<file path="src/rtl/sap_controller.sv">
// ----------------------------------------------------------------------------
// sap_controller
//
// Purpose:
//   Microsequencer for a SAP-1 style computer. Walks each instruction through
//   six T-states (fetch in T1..T3, execute in T4..T6). It drives the bus and
//   register control lines as a pure decode of the current state and the
//   opcode latched at the end of fetch. HLT parks the machine in HALT until
//   reset. Unknown opcodes execute as NOPs and are flagged.
//
// Ports:
//   clk        - single clock; every state update happens on its falling edge
//   rst        - synchronous active-low reset, sampled on the falling edge
//   start      - leaves IDLE and begins (or resumes) execution
//   step_mode  - 1 = return to IDLE after every instruction
//   ir_opcode  - upper field of the instruction register
//   cp, ep     - PC increment / PC bus enable (active high)
//   ea, su, eu - A bus enable / subtract / ALU bus enable (active high)
//   lm_n, ce_n, li_n, ei_n, la_n, lb_n, lo_n
//              - MAR load, RAM enable, IR load, IR enable, A/B/OUT load
//                (active low)
//   t_state    - one-hot T1..T6 (bit0 = T1), zero outside the T-states
//   busy       - high in T1..T6
//   hlt        - high in HALT
//   instr_done - high in T6 of every completed (non-HLT) instruction
//   illegal    - high in T4..T6 when the latched opcode is not recognised
// ----------------------------------------------------------------------------
module sap_controller #(
  parameter int OPW = 4,
  parameter logic [OPW-1:0] OP_LDA = 4'h0,
  parameter logic [OPW-1:0] OP_ADD = 4'h1,
  parameter logic [OPW-1:0] OP_SUB = 4'h2,
  parameter logic [OPW-1:0] OP_OUT = 4'hE,
  parameter logic [OPW-1:0] OP_HLT = 4'hF
) (
  input  logic           clk,
  input  logic           rst,
  input  logic           start,
  input  logic           step_mode,
  input  logic [OPW-1:0] ir_opcode,
  output logic           cp,
  output logic           ep,
  output logic           ea,
  output logic           su,
  output logic           eu,
  output logic           lm_n,
  output logic           ce_n,
  output logic           li_n,
  output logic           ei_n,
  output logic           la_n,
  output logic           lb_n,
  output logic           lo_n,
  output logic [5:0]     t_state,
  output logic           busy,
  output logic           hlt,
  output logic           instr_done,
  output logic           illegal
);

  typedef enum logic [2:0] {
    S_IDLE, S_T1, S_T2, S_T3, S_T4, S_T5, S_T6, S_HALT
  } state_t;

  state_t         state_q, state_d;
  logic [OPW-1:0] opcode_q, opcode_d;

  logic opLda, opAdd, opSub, opOut, opHlt, opKnown;

  // The machine is built around a falling-edge clock. Reset clears the state
  // and the opcode latch, and it takes priority over everything else.
  always_ff @(negedge clk) begin
    if (!rst) begin
      state_q  <= S_IDLE;
      opcode_q <= '0;
    end else begin
      state_q  <= state_d;
      opcode_q <= opcode_d;
    end
  end

  // Sequencing. The opcode is captured only on the T3->T4 edge. From that
  // point on, execution ignores the live IR. start and step_mode are read
  // only at the IDLE and T6 decision points.
  always_comb begin
    state_d  = state_q;
    opcode_d = opcode_q;
    case (state_q)
      S_IDLE: if (start) state_d = S_T1;
      S_T1:   state_d = S_T2;
      S_T2:   state_d = S_T3;
      S_T3: begin
        state_d  = S_T4;
        opcode_d = ir_opcode;
      end
      S_T4:   state_d = opHlt ? S_HALT : S_T5;
      S_T5:   state_d = S_T6;
      S_T6:   state_d = step_mode ? S_IDLE : S_T1;
      S_HALT: state_d = S_HALT;
      default: state_d = S_IDLE;
    endcase
  end

  // Opcode classification of the latched value.
  always_comb begin
    opLda   = (opcode_q == OP_LDA);
    opAdd   = (opcode_q == OP_ADD);
    opSub   = (opcode_q == OP_SUB);
    opOut   = (opcode_q == OP_OUT);
    opHlt   = (opcode_q == OP_HLT);
    opKnown = opLda | opAdd | opSub | opOut | opHlt;
  end

  // Moore decode of the control word. Everything starts inactive, and each
  // state pulls down or raises only the lines it needs. That keeps IDLE,
  // HALT, HLT's T4 and NOP execute states quiet by construction. Only one of
  // ep/ea/ei_n/eu is active in any state, so the bus has one driver.
  always_comb begin
    cp         = 1'b0;
    ep         = 1'b0;
    ea         = 1'b0;
    su         = 1'b0;
    eu         = 1'b0;
    lm_n       = 1'b1;
    ce_n       = 1'b1;
    li_n       = 1'b1;
    ei_n       = 1'b1;
    la_n       = 1'b1;
    lb_n       = 1'b1;
    lo_n       = 1'b1;
    t_state    = 6'b000000;
    busy       = 1'b0;
    hlt        = 1'b0;
    instr_done = 1'b0;
    illegal    = 1'b0;
    case (state_q)
      S_T1: begin
        t_state = 6'b000001;
        busy    = 1'b1;
        ep      = 1'b1;
        lm_n    = 1'b0;
      end
      S_T2: begin
        t_state = 6'b000010;
        busy    = 1'b1;
        cp      = 1'b1;
      end
      S_T3: begin
        t_state = 6'b000100;
        busy    = 1'b1;
        ce_n    = 1'b0;
        li_n    = 1'b0;
      end
      S_T4: begin
        t_state = 6'b001000;
        busy    = 1'b1;
        illegal = ~opKnown;
        if (opLda | opAdd | opSub) begin
          ei_n = 1'b0;
          lm_n = 1'b0;
        end else if (opOut) begin
          ea   = 1'b1;
          lo_n = 1'b0;
        end
      end
      S_T5: begin
        t_state = 6'b010000;
        busy    = 1'b1;
        illegal = ~opKnown;
        if (opLda) begin
          ce_n = 1'b0;
          la_n = 1'b0;
        end else if (opAdd | opSub) begin
          ce_n = 1'b0;
          lb_n = 1'b0;
        end
      end
      S_T6: begin
        t_state    = 6'b100000;
        busy       = 1'b1;
        instr_done = 1'b1;
        illegal    = ~opKnown;
        if (opAdd | opSub) begin
          eu   = 1'b1;
          la_n = 1'b0;
          su   = opSub;
        end
      end
      S_HALT: hlt = 1'b1;
      default: ;
    endcase
  end

endmodule

</file>
<file path="config.mk">
export PLATFORM = sky130hd
export DESIGN_NAME = sap_controller
export DESIGN_NICKNAME = d
export VERILOG_FILES = /design/src/rtl/sap_controller.sv
export SDC_FILE = /design/constraint.sdc
export NUM_CORES = 1
export LEC_CHECK = 0
export CORE_MARGIN = 2
export CORE_UTILIZATION = 39
export DETAILED_ROUTE_END_ITERATION = 8
export PLACE_DENSITY_LB_ADDON = 0.05
export SETUP_SLACK_MARGIN = 0.05
export SYNTH_ARGS = -nofsm -noshare
export SYNTH_HDL_FRONTEND = slang
export SYNTH_SLANG_ARGS = --single-unit
</file>
<file path="constraint.sdc">
create_clock -name clk -period 3.1 [get_ports clk]
set_input_delay 0.465 -clock clk [delete_from_list [all_inputs] [get_ports clk]]
set_output_delay 0.465 -clock clk [all_outputs]
set_load 0.01 [all_outputs]
</file>
==> flow_summary.ini <==
[sta]
worst_slack_ns = -0.411
holdWs_ns = 0.553
skew_ns = 0.0133
hold_violations = 0
setup_viol = 22
rsz0062_at_grt = true
drv_slew = 0
max_slew_margin = 0.790
timing.setup.tns_ns = -4.83
max_slew.worst_pin.slew_ns = 0.313

[cells_and_area]
seqCellArea_sq_um = 159
fill_cells = 73
multi_input_area_sq_um = 405
syn_to_final_growth_pct = 112
final_nets = 131
fin_cells = 137
fin_area_sq_um = 1090
diodes = 0
drive_gt1_frac = 0.615
fin_util = 0.862

[drt]
vias = 707
ant_nets = 0
viasPerCell = 5.16
routed_wl_um = 2030
route.detailed.drc = 0
drt_iter0_markers = 8
firstDrtPassIters = 4
wl_per_cell_um = 14.8

[critical_path]
startpoint_type = flop
critPathKind = flop to primary output
worstPathArrival_ns = 3.05
crit_fanout = 5
r2r_slack_ns = 1.80
worstPathRequired_ns = 2.63
critPathCaptureType = primary output

[outcome]
status = finished, violations left
violations = setup timing

[yosys]
syn_inst = 63
synth_nets = 71
yosysSeqAreaShare = 0.272
synth_area_per_cell_sq_um = 8.18
synth_cell_types = 31
syn_area_sq_um = 515
synth_warnings = 0
ys_ff_latch = 7

[global_route]
top_usage_layer = met2
grt_pass1_vias = 630
grtUsageMet2 = 0.433
antenna_found_initial = 0
grt_use_met1 = 0.245
grt_pass1_wl_um = 2490
grt_max_degree = 9
grt_usage = 0.230
grt_use_met3 = 0.0389
grt_overflow = 0

[floorplan]
fp.dieArea_sq_um = 1630
initial_core_util = 0.406
io_pins = 30
die_w_um = 40.4
core_area_sq_um = 1270
row_count = 13
die_h_um = 40.4

[power]
power_frac_seq = 0.303
peakVddDrop_mv = 0.286
power.share.switching = 0.352
p_total_mw = 0.350
p_clk_frac = 0.342
p_comb_frac = 0.355
p_sw_mw = 0.123
p_per_area_nw_per_um2 = 320
leakage_nw = 0.564
p_int_mw = 0.226

[placed_design]
dpl_cell_area_sq_um = 933
post-place-cells = 121
port_buffers = 29
gp_congestion = 0.766
dp_slack_ns = -0.408
dp_hpwl_um = 1180

[run]
drv_cap = 0

[clocking]
cts_made_buffers = 3
clock_path_buffers = 2
clkTransAtPathRegs_ns = 0.03
cts_tree = yes
cts_sinks = 7
cts-root-buf = clkbuf_4
cts_max_level = 1
clock_latency_ns = 0.32

[min_path]
hold_class = flop to flop
[final timing paths]
| check | from | to | cells after the start |
|---|---|---|---|
| setup reg to reg | state_q[0] | opcode_q[2] | 7 |
| setup / recovery | state_q[1] | lo_n | 4 |
| hold reg to reg | flop | flop | 2 |
| hold / removal | flop | flop | 2 |
[logic make-up (layout without fill, tap and decap cells)]
logic type / count (synthesis) / after routing / share of synthesized area
buffers and inverters: 10 / 69 / 0.112
DFF: 7 / 7 / 0.272
AOI/OAI and AO/OA: 8 / 8 / 0.112
and+or+nand+nor: 32 / 32 / 0.393
xor gates and xnor gates: 2 / 2 / 0.0340
muxes: 4 / 4 / 0.0777
[cell usage in the layout (no fill, tap or decap), types with 2 or more instances in the layout]
| cell type | count |
|---|---|
| clkdlybuf4s50_1 | 7 |
| a21boi_0 | 2 |
| nor2_1 | 2 |
| buf_4 | 16 |
| nand2_1 | 5 |
| buf_2 | 12 |
| mux2i_1 | 4 |
| a21oi_1 | 2 |
| inv_1 | 8 |
| dfxtp_4 | 4 |
| nor3_2 | 3 |
| dfxtp_2 | 3 |
| and2b_1 | 2 |
| nand3b_1 | 2 |
| clkbuf_2 | 3 |
| clkbuf_4 | 3 |
| inv_2 | 4 |
| nor2b_1 | 4 |
| buf_6 | 14 |
[cell usage after synthesis]
master | count | area [sq um]
nand3_1 | 1 | 5.00
and2b_1 | 2 | 15.0
inv_1 | 5 | 18.8
nor3b_1 | 1 | 7.51
a221oi_1 | 1 | 8.76
nor3_1 | 3 | 15.0
and4b_1 | 1 | 10.0
and3b_1 | 1 | 8.76
or2_1 | 1 | 6.26
xnor2_1 | 2 | 17.5
and3_1 | 2 | 12.5
nand3b_1 | 2 | 15.0
mux2i_1 | 4 | 40.0
nor2b_4 | 1 | 13.8
a21boi_0 | 2 | 15.0
nand2_1 | 5 | 18.8
buf_6 | 1 | 11.3
a211oi_1 | 1 | 7.51
nand4b_1 | 1 | 8.76
nand2b_1 | 1 | 6.26
nand3b_2 | 1 | 11.3
dfxtp_1 | 7 | 140
buf_4 | 3 | 22.5
nor2b_1 | 4 | 25.0
nor4_1 | 1 | 6.26
buf_2 | 1 | 5.00
a21oi_1 | 2 | 10.0
or3_1 | 1 | 6.26
o31ai_1 | 1 | 7.51
nor2_1 | 3 | 11.3
o2bb2ai_1 | 1 | 8.76
[per-layer routing]
| layer | routed length [um] | share of wire |
|---|---|---|
| met5 | 0 | 0 |
| met4 | 5 | 0.0025 |
| met3 | 103 | 0.051 |
| met2 | 1110 | 0.55 |
| met1 | 812 | 0.40 |
[layout make-up]
| cell class | count | share of cell area |
|---|---|---|
| multi-input combinational | 46 | 0.371 |
| clock inverter | 8 | 0.0275 |
| inverter | 4 | 0.0137 |
| timing repair buffer | 54 | 0.405 |
| tap | 15 | 0.0172 |
| sequential | 7 | 0.145 |
| clock buffer | 3 | 0.0206 |
[timing repair]
| action | in CTS | in global routing |
|---|---|---|
| hold buffers | 0 | 0 |
| pin swaps | 5 | 2 |
| endpoints found under the setup margin | 22 | 22 |
| resized for setup | 89 | 36 |
| buffers inserted | 2 | 5 |
[worst max-delay path: stages, from the launching register on]
cell	delay (ns)
dfxtp_2	0.34
nand2b_4	0.14
or2_4	0.24
or3_1	0.32
buf_2	0.15
[power by group through the flow]
stage / clock network, mW / logic, mW / registers, mW
after global routing: 0.134 / 0.134 / 0.106
final: 0.120 / 0.124 / 0.106
after detailed placement: 0.0160 / 0.108 / 0.104
after global placement: 0.0160 / 0.106 / 0.103
after floorplan: 0.0160 / 0.0547 / 0.101
after CTS: 0.123 / 0.105 / 0.103
Note: power is estimated with default switching activity, not from simulation.
